$ cat config.mk
export PLATFORM = sky130hd
export DESIGN_NAME = mmio_gpio
export DESIGN_NICKNAME = d
export VERILOG_FILES = /design/src/rtl/mmio_gpio.sv
export SDC_FILE = /design/constraint.sdc
export NUM_CORES = 1
export LEC_CHECK = 0
export ABC_CLOCK_PERIOD_IN_PS = 2600
export CAP_MARGIN = 15
export CORE_MARGIN = 5
export CORE_UTILIZATION = 41
export CTS_CLUSTER_SIZE = 14
export DETAILED_ROUTE_END_ITERATION = 8
export PLACE_DENSITY_LB_ADDON = 0.15
export SYNTH_ARGS = -nofsm -noshare
export SYNTH_HDL_FRONTEND = slang
export SYNTH_SLANG_ARGS = --single-unit
export TNS_END_PERCENT = 5
$ cat constraint.sdc
create_clock -name clk -period 2.6 [get_ports clk]
set_input_delay 0.52 -clock clk [delete_from_list [all_inputs] [get_ports clk]]
set_output_delay 0.52 -clock clk [all_outputs]
set_load 0.005 [all_outputs]
$ cat src/rtl/mmio_gpio.sv
// GPIO slot for the MCS MMIO bus: per-pin direction, synchronised inputs,
// rise/fall edge capture into sticky write-1-to-clear status, level irq.
module mmio_gpio #(
    parameter int W           = 8,
    parameter int SYNC_STAGES = 2
) (
    input  logic         clk,
    input  logic         reset_n,
    input  logic         cs,
    input  logic         write,
    input  logic         read,
    input  logic [4:0]   addr,
    input  logic [31:0]  wr_data,
    output logic [31:0]  rd_data,
    input  logic [W-1:0] gpio_in,
    output logic [W-1:0] gpio_out,
    output logic [W-1:0] gpio_oe,
    output logic         irq
);

    localparam logic [4:0] A_DOUT = 5'd0;
    localparam logic [4:0] A_DIR  = 5'd1;
    localparam logic [4:0] A_DIN  = 5'd2;
    localparam logic [4:0] A_REN  = 5'd3;
    localparam logic [4:0] A_FEN  = 5'd4;
    localparam logic [4:0] A_STAT = 5'd5;

    logic [SYNC_STAGES-1:0][W-1:0] sync_q;
    logic [W-1:0] prev_q, dout_q, dir_q, ren_q, fen_q, stat_q;
    logic [W-1:0] stat_d, data_in, rise, fall, clr;
    logic         irq_q;
    logic         wr_en;

    // Reads have no side effects, so the strobe is intentionally unused.
    logic unused_read;
    assign unused_read = read;

    assign wr_en   = cs & write;
    assign data_in = sync_q[SYNC_STAGES-1];
    assign rise    = data_in & ~prev_q;
    assign fall    = ~data_in & prev_q;

    // Status next-state: clear first, then OR in new edges so a set wins a race.
    always_comb begin
        clr = '0;
        if (wr_en && addr == A_STAT) clr = wr_data[W-1:0];
        stat_d = (stat_q & ~clr) | (rise & ren_q) | (fall & fen_q);
    end

    // Input synchroniser chain plus one-cycle delayed copy for edge detection.
    always_ff @(posedge clk or negedge reset_n) begin
        if (!reset_n) begin
            sync_q <= '0;
            prev_q <= '0;
        end else begin
            sync_q[0] <= gpio_in;
            for (int i = 1; i < SYNC_STAGES; i++) sync_q[i] <= sync_q[i-1];
            prev_q <= data_in;
        end
    end

    // Software-writable configuration registers; only the low W bits are kept.
    always_ff @(posedge clk or negedge reset_n) begin
        if (!reset_n) begin
            dout_q <= '0;
            dir_q  <= '0;
            ren_q  <= '0;
            fen_q  <= '0;
        end else if (wr_en) begin
            case (addr)
                A_DOUT:  dout_q <= wr_data[W-1:0];
                A_DIR:   dir_q  <= wr_data[W-1:0];
                A_REN:   ren_q  <= wr_data[W-1:0];
                A_FEN:   fen_q  <= wr_data[W-1:0];
                default: ;
            endcase
        end
    end

    // Sticky edge status and the registered interrupt that follows it.
    always_ff @(posedge clk or negedge reset_n) begin
        if (!reset_n) begin
            stat_q <= '0;
            irq_q  <= 1'b0;
        end else begin
            stat_q <= stat_d;
            irq_q  <= |stat_q;
        end
    end

    // Zero-latency read mux; unselected slot and unmapped addresses read 0.
    always_comb begin
        rd_data = '0;
        if (cs) begin
            case (addr)
                A_DOUT:  rd_data = 32'(dout_q);
                A_DIR:   rd_data = 32'(dir_q);
                A_DIN:   rd_data = 32'(data_in);
                A_REN:   rd_data = 32'(ren_q);
                A_FEN:   rd_data = 32'(fen_q);
                A_STAT:  rd_data = 32'(stat_q);
                default: rd_data = '0;
            endcase
        end
    end

    assign gpio_out = dout_q;
    assign gpio_oe  = dir_q;
    assign irq      = irq_q;

endmodule

## After elaboration in Yosys (flattened, before gate mapping)

Cells that the tools add are included.

- Bits in registers: 65
- Input bits: 50
- Output and inout bits: 49
- Logic and storage cells: 35

- Equal/unequal tests: 5
- Mux-type cells: 3
- Bitwise gates (word level): 11
- Reduce and logical (&&, ||, !) cells: 7

Operators with widths:

| operator | count |
|---|---|
| case mux 8 bit (6 select lines) | 1 |
| bitwise AND 8 bit | 5 |
| 2-to-1 mux 32 bit | 1 |
| inverter 8 bit | 3 |
| OR 8 bit | 2 |
| equality test 5 x 2 -> 1 bit (second input constant) | 2 |
| equality test 5 x 3 -> 1 bit (second input constant) | 2 |
| 2-to-1 mux 8 bit | 1 |
| AND reduction 2 bit | 4 |
| OR reduction 8 bit | 1 |
| equality test 5 x 1 -> 1 bit (second input constant) | 1 |
| logical NOT 5 bit | 1 |
| bitwise AND 1 bit | 1 |
| logical AND 1 bit | 1 |

## Logic depth before layout (Yosys ltp)

Gate-level depths: netlist of run 1.

- Depth in word-level cells: 7
- Mapped depth: 6
- Gate-level depth less buffers: 4

## Least setup slack after synthesis of run 1

OpenSTA, ideal clock, no wires.

- Path kind: input -> output
- Start: input addr[2]
- End: output rd_data[1]
- Data arrival time: 1,848 ps
- Data required time: 2,080 ps
- Slack: 232 ps
- Stages: 6
- Path buffers: 2
- Cell sequence: buf_2 > or3_1 > buf_6 > nor3_1 > a22oi_1 > a31oi_1

- Word-level cells in the longest chain between the ends: 3
- Elaborated cells on any way between the ends: 8
- Those cells by class: eq/ne (5); mux (2); reduce/logical (1)

RTL lines:

| what | RTL line | source |
|---|---|---|
| from (decl) | 12 | `input logic [4:0] addr,` |
| equality test 5 x 3 -> 1 bit (tied with other cells) | 95 | `case (addr)` |
| case mux 8 bit (6 select lines) * | 95 |  |
| 2-to-1 mux 32 bit * | 94 | `if (cs) begin` |
| to (decl) | 14 | `output logic [31:0] rd_data,` |

Every way passes the cells marked *; elsewhere a longest branch is shown, timed or not.

## Worst setup path in the final report of run 1

- Start: input addr[2]
- End: output rd_data[0]

Same word-level chain as after synthesis.

==> results of run 1 <==
cells by family (layout without fill, tap and decap cells):
group	Yosys count	count (layout)	synth area share
AOI/OAI and AO/OA	34	34	0.0819
buffers and inverters	33	104	0.0768
DFF	65	65	0.552
and+or+nand+nor	56	56	0.118
muxes	46	46	0.171
other	1	24	0.00127
worst paths after layout:
path                            depth (start not counted)  slack, ns         end
max in group asynchronous                               2       1.68    ren_q[0]
worst min register to register                          0       0.35  data_in[3]
worst min-delay path                                    1       0.19   sync_q[6]
min in group clk                                        0       0.35  data_in[3]
worst max-delay path                                    8       0.04  rd_data[0]
worst max register to register                          2       1.48         irq
timing repair:
| item | in CTS | in global routing |
|---|---|---|
| endpoints found under the setup margin | 8 | 8 |
| pin swaps | 9 | 5 |
| resized for setup | 47 | 13 |
| buffers inserted | 5 | 0 |
| gates cloned | 1 | 0 |
cells in the mapped netlist:
cell | number | share of area
a21o_1 | 8 | 0.020
a21oi_1 | 2 | 0.0034
a221oi_1 | 5 | 0.015
a222oi_1 | 1 | 0.0034
a22oi_1 | 2 | 0.0051
a31oi_1 | 2 | 0.0042
a32oi_1 | 2 | 0.0059
buf_2 | 4 | 0.0068
buf_4 | 24 | 0.061
buf_6 | 1 | 0.0038
clkbuf_1 | 1 | 0.0013
conb_1 | 1 | 0.0013
dfrtp_1 | 65 | 0.55
inv_1 | 3 | 0.0038
mux2_2 | 35 | 0.13
mux2i_1 | 11 | 0.037
nand2_1 | 21 | 0.027
nand2b_1 | 1 | 0.0021
nand3_1 | 1 | 0.0017
nand3b_1 | 8 | 0.020
nor2_1 | 7 | 0.0089
nor2b_1 | 1 | 0.0021
nor3_1 | 4 | 0.0068
nor3_2 | 1 | 0.0034
nor3_4 | 2 | 0.011
nor4_1 | 4 | 0.0085
nor4_4 | 1 | 0.0072
nor4b_4 | 1 | 0.0081
o21ai_0 | 8 | 0.014
o22ai_1 | 1 | 0.0021
o32ai_1 | 3 | 0.0089
or3_1 | 2 | 0.0042
or3b_1 | 1 | 0.0030
or4b_1 | 1 | 0.0034
cells in the final DEF (no fill, tap or decap), types with 3 or more instances in the layout:
cell	count
dfrtp_1	65
mux2_2	35
clkdlybuf4s50_1	35
buf_4	27
conb_1	24
nand2_1	21
mux2i_1	11
clkbuf_8	11
buf_2	9
nand3b_1	8
o21ai_0	8
a21o_1	8
nor2_1	6
buf_6	6
a221oi_1	5
nor4_1	4
nor3_4	3
inv_1	3
nor3_2	3
dlygate4sd2_1	3
buf_12	3
routing by layer:
layer | track usage | vias up | share of wire | wire (um)
met4 | 0.0541 | 0 | 0.013 | 91
met5 | 0 | - | 0 | 0
met1 | 0.230 | 1078 | 0.46 | 3290
met3 | 0.0494 | 10 | 0.060 | 428
li1 | - | 988 | - | -
met2 | 0.277 | 62 | 0.47 | 3360
per-stage QoR:
step | worst slack [ns] | instances | hold WS [ns]
after detailed placement | -0.676 | 407 | 0.335
after global routing | -0.0136 | 428 | 0.260
after floorplan | 0.232 | 258 | 0.224
after global placement | -0.665 | 407 | 0.331
final | 0.0382 | 428 | 0.192
after CTS | -0.0547 | 428 | 0.209
critical path, delay by kind of cell:
family | cells | cell delay, ns
buf+inv | 4 | 0.79
compound gates | 2 | 0.22
simple gates | 2 | 0.50
power groups by stage:
stage | Combinational (uW) | Sequential [uW] | Clock (uW)
2_1_floorplan | 198 | 1220 | 0
3_3_place_gp | 358 | 1250 | 0
3_5_place_dp | 363 | 1250 | 0
4_1_cts | 376 | 1240 | 884
5_1_grt | 416 | 1250 | 927
6_report | 376 | 1240 | 860
final cells by class:
cell class	instances	area (um^2)	share of cell area
clock inverter	2	37.5	0.00938
clock buffer	13	159	0.0397
tap	99	124	0.0309
inverter	3	11.3	0.00281
sequential	65	1630	0.406
multi-input combinational	160	1240	0.309
timing repair buffer	86	807	0.202
registers in the layout, summed over array words and instances (netlist names):
name	flops
stat_q	8
data_in	8
gpio_oe	8
sync_q	8
prev_q	8
fen_q	8
ren_q	8
gpio_out	8
irq	1
==> out/qor.csv, run 1 <==
metric,value,unit
maxSlewHeadroom,0.578,
drt-vias-per-instance,5.00,
skew,0.00453,ns
internal-power,1850,uW
yosysUniqueCellTypes,34,
finalCritPeriodShare,0.985,
post_dp_cell_area,3700,um^2
htree_levels,3,
wl,7.18,mm
grt_pass1_wl,11.6,mm
cts_buffer_depth,2,
grt_pass1_vias,2207,
gp_congestion,0.838,
worstPathCellList,dlygate4sd2_1 > buf_6 > or3_4 > nor3_4 > buf_4 > a221oi_1 > a21oi_1 > clkdlybuf4s15_2,
ant_nets,0,
yosysSeqAreaShare,0.552,
post-dp-hpwl,5.24,mm
cts_tree,yes,
worst_slew_pin_slew,0.634,ns
wire_per_inst,16.8,um
crit_arrival,2.04,ns
final_util,0.561,
critPathCaptureType,primary output,
grt_setup_unrepaired,yes,
drv_cap,0,
startpoint_type,primary input,
num_vias,2138,
area_delta_synth_final,35.7,%
power_density,618,nW/um^2
total_power,2470,uW
clkSlewWorstSetupHoldPaths,0.07,ns
io_pins,99,
startpoint,addr[2],
cts_sinks,65,
die_w,94.8,um
p_comb_frac,0.152,
dr.pass1.iters,4,
numPortBuffers,49,
antenna_found_initial,0,
grt_max_degree,30,
drc,0,
final-setup-viol-count,0,
n_antenna_cell,0,
clock_latency,0.34,ns
critPathMaxFanout,5,
max_stage_delay,0.34,ns
die_h,94.8,um
cts-root-buf,clkbuf_8,
initialDrtViolationCount,109,
critPathKind,primary input to primary output,
pwr-share-seq,0.500,
power.share.clock,0.348,
coreArea,7140,um^2
outcome,"finished, final reports clean",
track_usage,0.174,
layout-drive-gt1-share,0.337,
swShare,0.251,
hold_class,primary input to async pin,
peakVddDrop,0.401,mV
reg2reg_from,stat_q[6],
synth_seq_cells,65,
critPathSlowestCell,or3_4,
die_area,8990,um^2
numCtsBuffers,9,
syn_avg_cell_area,12.5,um^2
design_area,4000,um^2
p_sw,619,uW
slew_violations,0,
cts_hold_buffers,0,
row_count,31,
fillCellCount,622,
final_nets,375,
hold_viol_final,0,
fmax,390,MHz
syn_inst,235,
tns,0,ns
initial_utilization,0.413,
yosys_warnings,0,
grt_overflow,0,
period_needed,2.56,ns
synthesis.area,2950,um^2
worstPathRequired,2.08,ns
leakage,0.00178,uW
Note: power is estimated with default switching activity, not from simulation.
==> run 2: changes to the inputs <==
--- a/config.mk
+++ b/config.mk
@@ -5,7 +5,7 @@
 export SDC_FILE = /design/constraint.sdc
 export NUM_CORES = 1
 export LEC_CHECK = 0
-export ABC_CLOCK_PERIOD_IN_PS = 2600
+export ABC_CLOCK_PERIOD_IN_PS = 2150
 export CAP_MARGIN = 15
 export CORE_MARGIN = 5
 export CORE_UTILIZATION = 41
==> constraint.sdc (replaced) <==
create_clock -name clk -period 2.15 [get_ports clk]
set_input_delay 0.43 -clock clk [delete_from_list [all_inputs] [get_ports clk]]
set_output_delay 0.43 -clock clk [all_outputs]
set_load 0.005 [all_outputs]
==> out/qor.csv, run 2 (same netlist as run 1, synthesis figures left out) <==
metric,value,unit
dp_cells,406,
clock_latency,0.34,ns
critPathMaxFanout,4,
die_h,94.8,um
cts_sinks,65,
design_area,4130,um^2
post_dp_cell_area,3680,um^2
critPathTopFamily,buffers and inverters,
dr.pass1.iters,4,
htree_levels,3,
layout-drive-gt1-share,0.389,
final_common_cell,dfrtp_1,
worst-path-buf-inv,6,
die_w,94.8,um
initial_utilization,0.413,
worstPathCellList,buf_6 > buf_6 > buf_12 > buf_4 > buf_12 > mux2i_1 > or3_1 > a31oi_1 > buf_2,
critPathSlowestCell,or3_1,
cts_tree,yes,
peakVddDrop,0.503,mV
coreArea,7140,um^2
final_cells,433,
skew,0.00683,ns
num_vias,2149,
grt_overflow,0,
power_density,789,nW/um^2
wire_per_inst,16.7,um
numPortBuffers,49,
drc,0,
grt_pass1_wl,12.1,mm
critPathCaptureType,primary output,
row_count,31,
finalCritPeriodShare,1.04,
outcome,"complete, but fails checks",
gp_congestion,0.807,
post-dp-hpwl,5.14,mm
crit_arrival,1.80,ns
track_usage,0.179,
cts-root-buf,clkbuf_8,
fin_hold_ws,0.0896,ns
leakage,0.00183,uW
clkSlewWorstSetupHoldPaths,0.07,ns
worstPathRequired,1.72,ns
max_stage_delay,0.31,ns
period_needed,2.23,ns
cts_hold_buffers,0,
final_util,0.579,
final_nets,379,
layout_common_cells,"dfrtp_1, mux2_2, clkdlybuf4s50_1",
grt_max_degree,66,
hold_viol_final,0,
io_pins,99,
cts_buffer_depth,2,
final-setup-viol-count,4,
setup_ws,-0.0825,ns
initialDrtViolationCount,108,
ant_nets,0,
slew_violations,0,
n_antenna_cell,0,
drv_cap,0,
startpoint_type,primary input,
hold_class,primary input to async pin,
antenna_found_initial,0,
critPathKind,primary input to primary output,
grt_pass1_vias,2275,
wl,7.24,mm
fmax,448,MHz
grt_setup_unrepaired,yes,
numCtsBuffers,9,
drt-vias-per-instance,4.96,
violations,negative setup slack,
area_delta_synth_final,40.1,%
die_area,8990,um^2
-- run 2: cell types whose count changed in the layout (fill, tap and decap cells not counted), sizes merged --
cell,previous run,this run
clkbuf,13,11
dlygate4sd2,3,0
bufbuf,1,0
clkdlybuf4s15,2,0
clkinv,0,1
buf,45,55
bufinv,1,3
-- run 2: timing repair --
item | in CTS | in global routing
cloned | 0 | 0
endpoints found under the hold margin | 0 | 0
endpoints found under the setup margin | 14 | 8
resized for setup | 84 | 2
pin swaps | 13 | 8
buffers inserted | 11 | 1
-- run 2: stage by stage --
step / setup WS [ns] / total power (uW) / TNS [ns]
2_1_floorplan: 0.123 / 1720 / 0
3_3_place_gp: -0.885 / 1950 / -18.72
3_5_place_dp: -0.921 / 1960 / -19.59
4_1_cts: -0.00191 / 3280 / -0.00191
5_1_grt: -0.152 / 3410 / -0.660
6_report: -0.0825 / 3260 / -0.146
-- run 2: worst paths after layout --
path | from | endpoint | slack (ns) | cells past startpoint
worst max-delay path | addr[0] | rd_data[6] | -0.08 | 9
worst min-delay path | reset_n | sync_q[7] | 0.09 | 2
worst max register to register | stat_q[6] | irq | 1.06 | 2
worst min register to register | sync_q[2] | data_in[2] | 0.35 | 0
max in group asynchronous | reset_n | gpio_out[2] | 1.78 | 2
min in group clk | sync_q[2] | data_in[2] | 0.35 | 0
-- run 2: layer usage --
| metal | up-vias | part of all wire | global-route usage |
|---|---|---|---|
| li1 | 993 | - | - |
| met1 | 1065 | 0.45 | 0.244 |
| met2 | 76 | 0.47 | 0.271 |
| met3 | 15 | 0.066 | 0.0438 |
| met4 | 0 | 0.021 | 0.0769 |
| met5 | - | 0 | 0 |
-- run 2: final cells by class --
cell class	count	area [um^2]
Inverter	3	11.3
Sequential cell	65	1630
Timing Repair Buffer	90	817
Clock inverter	5	103
Clock buffer	11	141
Fill cell	622	3010
Tap cell	99	124
Multi-Input combinational cell	160	1310
-- run 2: report_power, final --
group          leakage (uW)  switching, uW  internal, uW
sequential         0.000791            133          1370
clock              0.000120            471           800
combinational      0.000924            191           292
total               0.00183            795          2460
